$ cat config.mk
export PLATFORM = sky130hd
export DESIGN_NAME = pong_pixel_renderer
export DESIGN_NICKNAME = d
export VERILOG_FILES = /design/src/rtl/pong_pixel_renderer.sv
export SDC_FILE = /design/constraint.sdc
export NUM_CORES = 1
export LEC_CHECK = 0
export ABC_AREA = 1
export CAP_MARGIN = 10
export CORE_UTILIZATION = 61
export DETAILED_ROUTE_END_ITERATION = 10
export PLACE_DENSITY = 0.89
export SYNTH_ARGS = -nofsm -noshare
export SYNTH_HDL_FRONTEND = slang
export SYNTH_SLANG_ARGS = --single-unit
export TNS_END_PERCENT = 30
$ cat constraint.sdc
create_clock -name CLK -period 3.9 [get_ports CLK]
set_input_delay 0.78 -clock CLK [delete_from_list [all_inputs] [get_ports CLK]]
set_output_delay 0.78 -clock CLK [all_outputs]
set_load 0.03 [all_outputs]
$ cat src/rtl/pong_pixel_renderer.sv
// -----------------------------------------------------------------------------
// pong_pixel_renderer
//
// Pixel-generation stage that sits directly after the VGA timing generator.
// It runs a one-ball / one-paddle game and draws it. The game state advances
// once per frame, on the cycle where frame_tick is high. That cycle falls in
// vertical blank, so a visible frame never shows a mix of old and new
// positions. Colour and syncs leave through one register stage, which keeps
// them aligned at the DAC pins.
//
// Optional feature: define PONG_BORDER_EN to draw a 4-pixel grey (888) border
// around the visible area. The border is drawn below the ball and paddle and
// above the background. It only changes the picture; the collision limits do
// not change.
//
// Ports:
//   CLK, RESET          pixel clock; asynchronous active-high reset
//   hc, vc              horizontal / vertical counters (10 bit)
//   is_blanking         high outside the visible area
//   hsync_in, vsync_in  raw syncs, active low
//   btn_left/btn_right  paddle controls, already synchronised, level sensitive
//   red/green/blue      registered 4-bit colour channels
//   hsync/vsync         syncs delayed one cycle to line up with the colour
//   score               successful returns, saturating at 255
//   frame_tick          combinational, high when hc == 0 && vc == V_VISIBLE
// -----------------------------------------------------------------------------
module pong_pixel_renderer #(
    parameter int H_VISIBLE   = 640,
    parameter int V_VISIBLE   = 480,
    parameter int BALL_SIZE   = 8,
    parameter int PADDLE_W    = 64,
    parameter int PADDLE_H    = 8,
    parameter int PADDLE_Y    = 464,
    parameter int PADDLE_STEP = 4,
    parameter int BALL_STEP   = 2,
    parameter int MISS_FRAMES = 60
) (
    input  logic       CLK,
    input  logic       RESET,
    input  logic [9:0] hc,
    input  logic [9:0] vc,
    input  logic       is_blanking,
    input  logic       hsync_in,
    input  logic       vsync_in,
    input  logic       btn_left,
    input  logic       btn_right,
    output logic [3:0] red,
    output logic [3:0] green,
    output logic [3:0] blue,
    output logic       hsync,
    output logic       vsync,
    output logic [7:0] score,
    output logic       frame_tick
);
    typedef enum logic [1:0] {SERVE = 2'd0, PLAY = 2'd1, MISS = 2'd2} state_t;

    localparam int MCW = $clog2(MISS_FRAMES);

    // All position arithmetic uses 11 bits. This leaves room for sums such
    // as ball_y + size + step without wrap-around.
    localparam logic [10:0] BALL_X_MAX   = 11'(H_VISIBLE - BALL_SIZE);
    localparam logic [10:0] BALL_Y_MAX   = 11'(V_VISIBLE - BALL_SIZE);
    localparam logic [10:0] BALL_X_CTR   = 11'((H_VISIBLE - BALL_SIZE) / 2);
    localparam logic [10:0] BALL_Y_CTR   = 11'((V_VISIBLE - BALL_SIZE) / 2);
    localparam logic [10:0] PADDLE_X_MAX = 11'(H_VISIBLE - PADDLE_W);
    localparam logic [10:0] PADDLE_X_CTR = 11'((H_VISIBLE - PADDLE_W) / 2);
    localparam logic [10:0] BSIZE        = 11'(BALL_SIZE);
    localparam logic [10:0] BSTEP        = 11'(BALL_STEP);
    localparam logic [10:0] PSTEP        = 11'(PADDLE_STEP);
    localparam logic [10:0] PW           = 11'(PADDLE_W);
    localparam logic [10:0] PH           = 11'(PADDLE_H);
    localparam logic [10:0] PY           = 11'(PADDLE_Y);
    localparam logic [MCW-1:0] MISS_LAST = MCW'(MISS_FRAMES - 1);

    state_t          state_reg, state_next;
    logic [10:0]     ball_x_reg, ball_x_next;
    logic [10:0]     ball_y_reg, ball_y_next;
    logic [10:0]     paddle_x_reg, paddle_x_next;
    logic            dx_reg, dx_next;          // 1 = moving right
    logic            dy_reg, dy_next;          // 1 = moving down
    logic [MCW-1:0]  miss_cnt_reg, miss_cnt_next;
    logic [7:0]      score_reg, score_next;
    logic [11:0]     rgb_reg, rgb_next;
    logic            hsync_reg, vsync_reg;

    logic [10:0]     hc_w, vc_w;
    logic            ball_hit, paddle_hit, paddle_catch;

    assign hc_w = {1'b0, hc};
    assign vc_w = {1'b0, vc};

    assign frame_tick = (hc == 10'd0) && (vc == 10'(V_VISIBLE));

    // The ball is caught when, moving down, its next step would reach the
    // paddle's top row, it is not already below that row, and it overlaps
    // the paddle horizontally. All of these use pre-update values.
    assign paddle_catch = dy_reg
                       && (ball_y_reg + BSIZE + BSTEP >= PY)
                       && (ball_y_reg + BSIZE <= PY)
                       && (ball_x_reg + BSIZE > paddle_x_reg)
                       && (ball_x_reg < paddle_x_reg + PW);

    // ---------------------------------------------------------------- game
    always_comb begin
        state_next    = state_reg;
        ball_x_next   = ball_x_reg;
        ball_y_next   = ball_y_reg;
        paddle_x_next = paddle_x_reg;
        dx_next       = dx_reg;
        dy_next       = dy_reg;
        miss_cnt_next = miss_cnt_reg;
        score_next    = score_reg;

        // The paddle is frozen while the miss screen is shown.
        if (state_reg != MISS) begin
            if (btn_left && !btn_right) begin
                paddle_x_next = (paddle_x_reg < PSTEP) ? 11'd0 : paddle_x_reg - PSTEP;
            end else if (btn_right && !btn_left) begin
                paddle_x_next = (paddle_x_reg + PSTEP >= PADDLE_X_MAX) ? PADDLE_X_MAX
                                                                       : paddle_x_reg + PSTEP;
            end
        end

        unique case (state_reg)
            SERVE: begin
                ball_x_next = BALL_X_CTR;
                ball_y_next = BALL_Y_CTR;
                dx_next     = 1'b1;
                dy_next     = 1'b1;
                if (btn_left || btn_right) begin
                    state_next = PLAY;
                end
            end
            PLAY: begin
                if (dx_reg) begin
                    if (ball_x_reg + BSTEP >= BALL_X_MAX) begin
                        ball_x_next = BALL_X_MAX;
                        dx_next     = 1'b0;
                    end else begin
                        ball_x_next = ball_x_reg + BSTEP;
                    end
                end else begin
                    if (ball_x_reg <= BSTEP) begin
                        ball_x_next = 11'd0;
                        dx_next     = 1'b1;
                    end else begin
                        ball_x_next = ball_x_reg - BSTEP;
                    end
                end

                if (!dy_reg && (ball_y_reg <= BSTEP)) begin
                    ball_y_next = 11'd0;
                    dy_next     = 1'b1;
                end else if (paddle_catch) begin
                    ball_y_next = PY - BSIZE;
                    dy_next     = 1'b0;
                    score_next  = (score_reg == 8'hFF) ? score_reg : score_reg + 8'd1;
                end else if (dy_reg && (ball_y_reg + BSTEP >= BALL_Y_MAX)) begin
                    // The ball freezes where it was missed; this also cancels
                    // the X step computed above.
                    state_next    = MISS;
                    ball_x_next   = ball_x_reg;
                    ball_y_next   = ball_y_reg;
                    dx_next       = dx_reg;
                    miss_cnt_next = '0;
                end else begin
                    ball_y_next = dy_reg ? ball_y_reg + BSTEP : ball_y_reg - BSTEP;
                end
            end
            MISS: begin
                // The counter enters at 0. When it is already at MISS_LAST,
                // the game leaves on this tick, so exactly MISS_FRAMES ticks
                // are spent here.
                if (miss_cnt_reg == MISS_LAST) begin
                    state_next  = SERVE;
                    ball_x_next = BALL_X_CTR;
                    ball_y_next = BALL_Y_CTR;
                    dx_next     = 1'b1;
                    dy_next     = 1'b1;
                end else begin
                    miss_cnt_next = miss_cnt_reg + 1'b1;
                end
            end
            default: state_next = SERVE;
        endcase
    end

    always_ff @(posedge CLK or posedge RESET) begin
        if (RESET) begin
            state_reg    <= SERVE;
            ball_x_reg   <= BALL_X_CTR;
            ball_y_reg   <= BALL_Y_CTR;
            paddle_x_reg <= PADDLE_X_CTR;
            dx_reg       <= 1'b1;
            dy_reg       <= 1'b1;
            miss_cnt_reg <= '0;
            score_reg    <= 8'd0;
        end else if (frame_tick) begin
            state_reg    <= state_next;
            ball_x_reg   <= ball_x_next;
            ball_y_reg   <= ball_y_next;
            paddle_x_reg <= paddle_x_next;
            dx_reg       <= dx_next;
            dy_reg       <= dy_next;
            miss_cnt_reg <= miss_cnt_next;
            score_reg    <= score_next;
        end
    end

    // --------------------------------------------------------------- pixels
    assign ball_hit   = (hc_w >= ball_x_reg) && (hc_w < ball_x_reg + BSIZE)
                     && (vc_w >= ball_y_reg) && (vc_w < ball_y_reg + BSIZE);
    assign paddle_hit = (hc_w >= paddle_x_reg) && (hc_w < paddle_x_reg + PW)
                     && (vc_w >= PY) && (vc_w < PY + PH);

`ifdef PONG_BORDER_EN
    logic border_hit;
    assign border_hit = (hc_w < 11'd4) || (hc_w >= 11'(H_VISIBLE - 4))
                     || (vc_w < 11'd4) || (vc_w >= 11'(V_VISIBLE - 4));
`endif

    always_comb begin
        if (is_blanking) begin
            rgb_next = 12'h000;
        end else if (ball_hit) begin
            rgb_next = 12'hFFF;
        end else if (paddle_hit) begin
            rgb_next = 12'h0F0;
`ifdef PONG_BORDER_EN
        end else if (border_hit) begin
            rgb_next = 12'h888;
`endif
        end else if (state_reg == MISS) begin
            rgb_next = 12'h800;
        end else begin
            rgb_next = 12'h001;
        end
    end

    // Colour and syncs go through the same register stage, so they stay
    // aligned.
    always_ff @(posedge CLK or posedge RESET) begin
        if (RESET) begin
            rgb_reg   <= 12'h000;
            hsync_reg <= 1'b1;
            vsync_reg <= 1'b1;
        end else begin
            rgb_reg   <= rgb_next;
            hsync_reg <= hsync_in;
            vsync_reg <= vsync_in;
        end
    end

    assign red   = rgb_reg[11:8];
    assign green = rgb_reg[7:4];
    assign blue  = rgb_reg[3:0];
    assign hsync = hsync_reg;
    assign vsync = vsync_reg;
    assign score = score_reg;

endmodule
==> flow_summary_export.csv, run 1 <==
group,metric,value,unit
synth,yosysWarnings,0,
die,start_util,64.0,%
die,pin_count,50,
grt,grt_max_degree,40,
drt,wire_per_inst,14.6,µm
grt,grt_pass1_wl,27800,µm
sta,relSlewSlack,47.4,%
setup_path,crit_start,"hc[7]",
power_and_ir_drop,fin_total_pwr,1.05,mW
synth,ys_types,46,
die,die_area,10800,µm²
clocking,post_cts_buffers,0,
clocking,cts_root_buf,"clkbuf_8",
sta,holdWs,529,ps
finish,nets,1097,
setup_path,r2r-end,"ball_x_reg[9]",
clocking,cts-resized-gates,0,
grt,grtUsageTotal,31.2,%
drt,routed_wl,16400,µm
finish,drive_above_1_share,7.59,%
setup_path,worstPathArrival,2900,ps
hold_path,hold_path_startpoint,"ball_x_reg[2]",
synth,synth-main-ff-cell,"dfrtp_1",
finish,utilization,70.5,%
drt,firstDrtPassIters,6,
finish,stdcell_count,1121,
synth,netlist_instances,946,
synth,ys_ff_latch,53,
place,hpwl,12900,µm
place,place.gp.congestion,0.933,
setup_path,ff2ff_path_depth,18,
drt,vias,6409,
drt,viasPerCell,5.72,
setup_path,rrSetupSlack,530,ps
sta,setup_viol,0,
setup_path,crit_required,3120,ps
synth,async_flop_share,100,%
finish,area_delta_synth_final,10.2,%
clocking,tritoncts,"built",
sta,rsz0062_at_grt,"no",
finish,antenna_cells,0,
setup_path,crit_type,"input port to primary output",
clocking,h-tree-depth,2,
sta,period_needed,3680,ps
place,place_ws,304,ps
sta,final_hold_viol_count,0,
grt,grt_pass1_vias,6052,
power_and_ir_drop,total_leakage_power,3.54,nW
finish,layout_commonest_cell,"nand2_1",
die,dieHeight,104,µm
place,place_area,6890,µm²
synth,seq_area_frac_synth,21.2,%
sta,slew_viol_final,0,
synth,synth.net_count,1056,
drt,drcViolationCount,0,
setup_path,rr_startpoint,"ball_x_reg[3]",
setup_path,start_kind,"input port",
run_status,status,"finished, final reports clean",
die,floorplan.die.width,104,µm
place,dp_cells,1113,
die,core_area,9910,µm²
sta,setup_ws,222,ps
setup_path,end_kind,"primary output",
synth,synth_edf_count,0,
sta,post-route-period-util,94.3,%
sta,tightest_slew,788,ps
clocking,clkLatencyLatePin,320,ps
power_and_ir_drop,ir_drop,0.153,mV
clocking,hold_buffers,0,
finish,mostFrequentLayoutCells,"nand2_1 (267), inv_1 (120), ha_1 (83)",
drt,ant_nets,0,
sta,final.setup.tns,0,ps
clocking,ctsLongestPathBuffers,2,
synth,synth_area,6340,µm²
clocking,cts_num_sinks,53,
place,io_buffers,49,
clocking,numCtsBuffers,5,
power_and_ir_drop,power_density,151,nW/µm²
finish,nFillCells,879,
setup_path,critPathMaxFanout,5,
run,cap_violations,0,
die,std_cell_rows,36,
sta,clock_skew,6.01,ps
drt,drt_iter0_drc,388,
finish,stdcell_area,6990,µm²
grt,grt_antenna_before_repair,0,
grt,grt_overflow,0,
setup_path,critPathCapture,"frame_tick",
clocking,path_clk_slew,110,ps
synth,syn_area_per_cell,6.70,µm²
sta,fmax,272,MHz
hold_path,hold_path.class,"flop to flop",
-- layer usage --
layer / track usage (%) / part of all wire [%] / up-vias
met2: 52.4 / 47 / 240
met3: 4.14 / 5.8 / 54
met1: 39.8 / 43 / 2910
li1: - / - / 3205
met5: 0 / 0 / -
met4: 14.6 / 3.7 / 0
-- logic make-up after synthesis --
| family | after synthesis | synth area share [%] |
|---|---|---|
| AO/OA/AOI/OAI | 114 | 10.7 |
| XOR/XNOR | 33 | 4.56 |
| adder cells (fa/ha/maj) | 83 | 16.4 |
| buffers and inverters | 151 | 10.2 |
| flip-flops | 53 | 21.2 |
| AND/OR/NAND/NOR | 512 | 36.9 |
-- where the power goes --
part | switching, mW | internal, mW
logic | 0.0879 | 0.0651
registers | 0.00115 | 0.553
clock network | 0.214 | 0.131
-- synth_stat cells, drive strengths merged (2+ instances only) --
master / count / area share, %
nand2: 277 / 17
inv: 125 / 7.4
nor2: 89 / 6.1
ha: 83 / 16
nand3: 72 / 6.3
o21ai: 45 / 4.1
a21oi: 44 / 3.5
nand4: 39 / 3.9
dfrtp: 37 / 15
xor2: 26 / 3.6
buf: 21 / 2.5
dfstp: 16 / 6.6
nor3: 15 / 1.3
nor4: 9 / 0.99
a22oi: 7 / 0.83
xnor2: 7 / 0.97
nand3b: 6 / 0.71
o2111ai: 5 / 0.69
a211oi: 4 / 0.47
clkbuf: 3 / 0.18
nor3b: 3 / 0.36
clkinv: 2 / 0.12
o21a: 2 / 0.24
o21bai: 2 / 0.24
or2: 2 / 0.20
-- worst min path at each step --
stage | endpoint | slack, ps | cells after the start
2_1_floorplan | state_reg[0] | 460 | 2
3_3_place_gp | state_reg[0] | 480 | 2
3_5_place_dp | miss_cnt_reg[1] | 500 | 2
4_1_cts | miss_cnt_reg[1] | 530 | 2
5_1_grt | ball_x_reg[2] | 560 | 2
6_report | ball_x_reg[2] | 530 | 2
-- worst max-delay path, cell delays in order --
cell	delay [ps]
clkdlybuf4s50_1	530
inv_1	160
nand4_1	110
nor4_1	280
nand3_1	180
inv_1	170
clkdlybuf4s50_1	690
-- final cells by class --
type / instances / area [µm²] / area share [%]
Clock inverter: 3 / 26.3 / 0.376
Timing Repair Buffer: 58 / 558 / 7.99
Sequential cell: 53 / 1350 / 19.3
Tap cell: 133 / 166 / 2.38
Inverter: 127 / 477 / 6.82
Clock buffer: 5 / 68.8 / 0.985
Multi-Input combinational cell: 742 / 4340 / 62.2
(Power assumes the default switching activity.)
==> run 2: changes to the inputs <==
--- a/config.mk
+++ b/config.mk
@@ -10,4 +10,5 @@
 export CORE_UTILIZATION = 61
 export DETAILED_ROUTE_END_ITERATION = 10
+export HOLD_SLACK_MARGIN = 0.06
 export PLACE_DENSITY = 0.89
 export SYNTH_ARGS = -nofsm -noshare
==> constraint.sdc (replaced) <==
create_clock -name CLK -period 3.9 [get_ports CLK]
set_input_delay 1.17 -clock CLK [delete_from_list [all_inputs] [get_ports CLK]]
set_output_delay 1.17 -clock CLK [all_outputs]
set_load 0.03 [all_outputs]
==> flow_summary_export.csv, run 2 (synthesis results as in run 1) <==
group,metric,value,unit
run_status,status,"finished, final reports clean",
sta,tightest_slew,539,ps
grt,grt_overflow,0,
grt,grt_pass1_vias,6105,
die,core_area,9910,µm²
sta,setup_viol,0,
die,start_util,64.0,%
clocking,ctsLongestPathBuffers,2,
setup_path,crit_type,"input port to primary output",
die,std_cell_rows,36,
grt,grt_pass1_wl,28000,µm
finish,area_delta_synth_final,11.5,%
drt,wire_per_inst,14.6,µm
sta,relSlewSlack,63.9,%
finish,antenna_cells,0,
clocking,tritoncts,"built",
die,floorplan.die.width,104,µm
sta,slew_viol_final,0,
clocking,h-tree-depth,2,
hold_path,hold_path.class,"flop to flop",
finish,stdcell_area,7070,µm²
drt,firstDrtPassIters,5,
place,io_buffers,49,
grt,grtUsageTotal,31.3,%
clocking,cts_root_buf,"clkbuf_8",
setup_path,start_kind,"input port",
setup_path,end_kind,"primary output",
finish,nFillCells,851,
sta,clock_skew,23.9,ps
clocking,post_cts_buffers,0,
grt,met1_usage,38.8,%
setup_path,worstPathArrival,2610,ps
die,die_area,10800,µm²
grt,grt_antenna_before_repair,0,
grt,grt.busiest_layer,"met2",
setup_path,crit_required,2730,ps
drt,drt_iter0_drc,464,
finish,drive_above_1_share,8.72,%
sta,final.setup.tns,0,ps
grt,grt_max_degree,36,
power_and_ir_drop,total_leakage_power,3.59,nW
die,dieHeight,104,µm
finish,mostFrequentLayoutCells,"nand2_1 (267), inv_1 (120), ha_1 (83)",
place,place.gp.congestion,0.977,
run,cap_violations,0,
sta,period_needed,3780,ps
clocking,cts_num_sinks,53,
drt,ant_nets,0,
setup_path,critPathMaxFanout,4,
clocking,numCtsBuffers,5,
clocking,clkLatencyLatePin,340,ps
place,place_area,6960,µm²
power_and_ir_drop,ir_drop,0.168,mV
drt,routed_wl,16500,µm
die,pin_count,50,
finish,layout_commonest_cell,"nand2_1",
drt,viasPerCell,5.75,
drt,vias,6498,
place,hpwl,13000,µm
grt,grt_util_met3,4.89,%
sta,final_hold_viol_count,0,
drt,drcViolationCount,0,
sta,fmax,264,MHz
power_and_ir_drop,power_density,153,nW/µm²
clocking,path_clk_slew,110,ps
grt,grt_use_met2,55.8,%
sta,rsz0062_at_grt,"no",
finish,nets,1107,
sta,post-route-period-util,97.0,%
run 2: critical path, cell delays in order:
cell and delay (ps):
clkdlybuf4s50_1 460, inv_1 150, nand4_1 140, nor4_2 180, nand3_1 160, inv_1 160, buf_4 180
run 2: layer usage:
| layer | part of all wire, % | up-vias |
|---|---|---|
| met2 | 49 | 273 |
| li1 | - | 3218 |
| met3 | 6.7 | 37 |
| met5 | 0 | - |
| met1 | 43 | 2970 |
| met4 | 2.2 | 0 |
run 2: final timing paths:
check                                    from         endpoint  slack [ps]  depth (start not counted)
worst max-delay path                    hc[2]       frame_tick         120                          7
worst min-delay path             state_reg[0]     state_reg[0]         520                          2
worst max register to register  ball_x_reg[3]   ball_x_reg[10]         520                         18
worst min register to register   state_reg[0]     state_reg[0]         520                          2
max in group asynchronous               RESET    ball_x_reg[8]        1930                          3
min in group asynchronous               RESET  paddle_x_reg[9]        1130                          2
run 2: area by class of cell:
type | count | area [µm²] | area share, %
inverters | 127 | 477 | 6.75
flip-flops and latches | 53 | 1350 | 19.1
clock buffers | 5 | 68.8 | 0.974
repair buffers | 68 | 631 | 8.93
well taps | 133 | 166 | 2.36
multi-input cells | 742 | 4350 | 61.6
clock inverters | 3 | 26.3 | 0.372
run 2: stage by stage:
stage | hold WS, ps | std cells | setup slack, ps | util (%) | power [mW]
floorplan | 464 | 946 | 807 | - | 0.647
global placement | 489 | 1123 | 124 | 70.3 | 0.720
detailed placement | 489 | 1123 | 99.7 | 70.3 | 0.724
CTS | 514 | 1131 | 97.6 | 71.2 | 1.08
global route | 536 | 1131 | 38.7 | 71.3 | 1.12
finish | 515 | 1131 | 116 | 71.3 | 1.08
run 2: where the power goes:
group,switching [mW],internal [mW],leakage (nW)
clock network,0.231,0.132,0.0423
registers,0.00104,0.554,0.645
logic,0.0911,0.0710,2.90
run 2: what timing repair did:
action	4_1_cts	5_1_grt
setup endpoints to repair	0	1
hold endpoints to repair	0	0
hold buffers	0	0
gates resized for setup	0	1
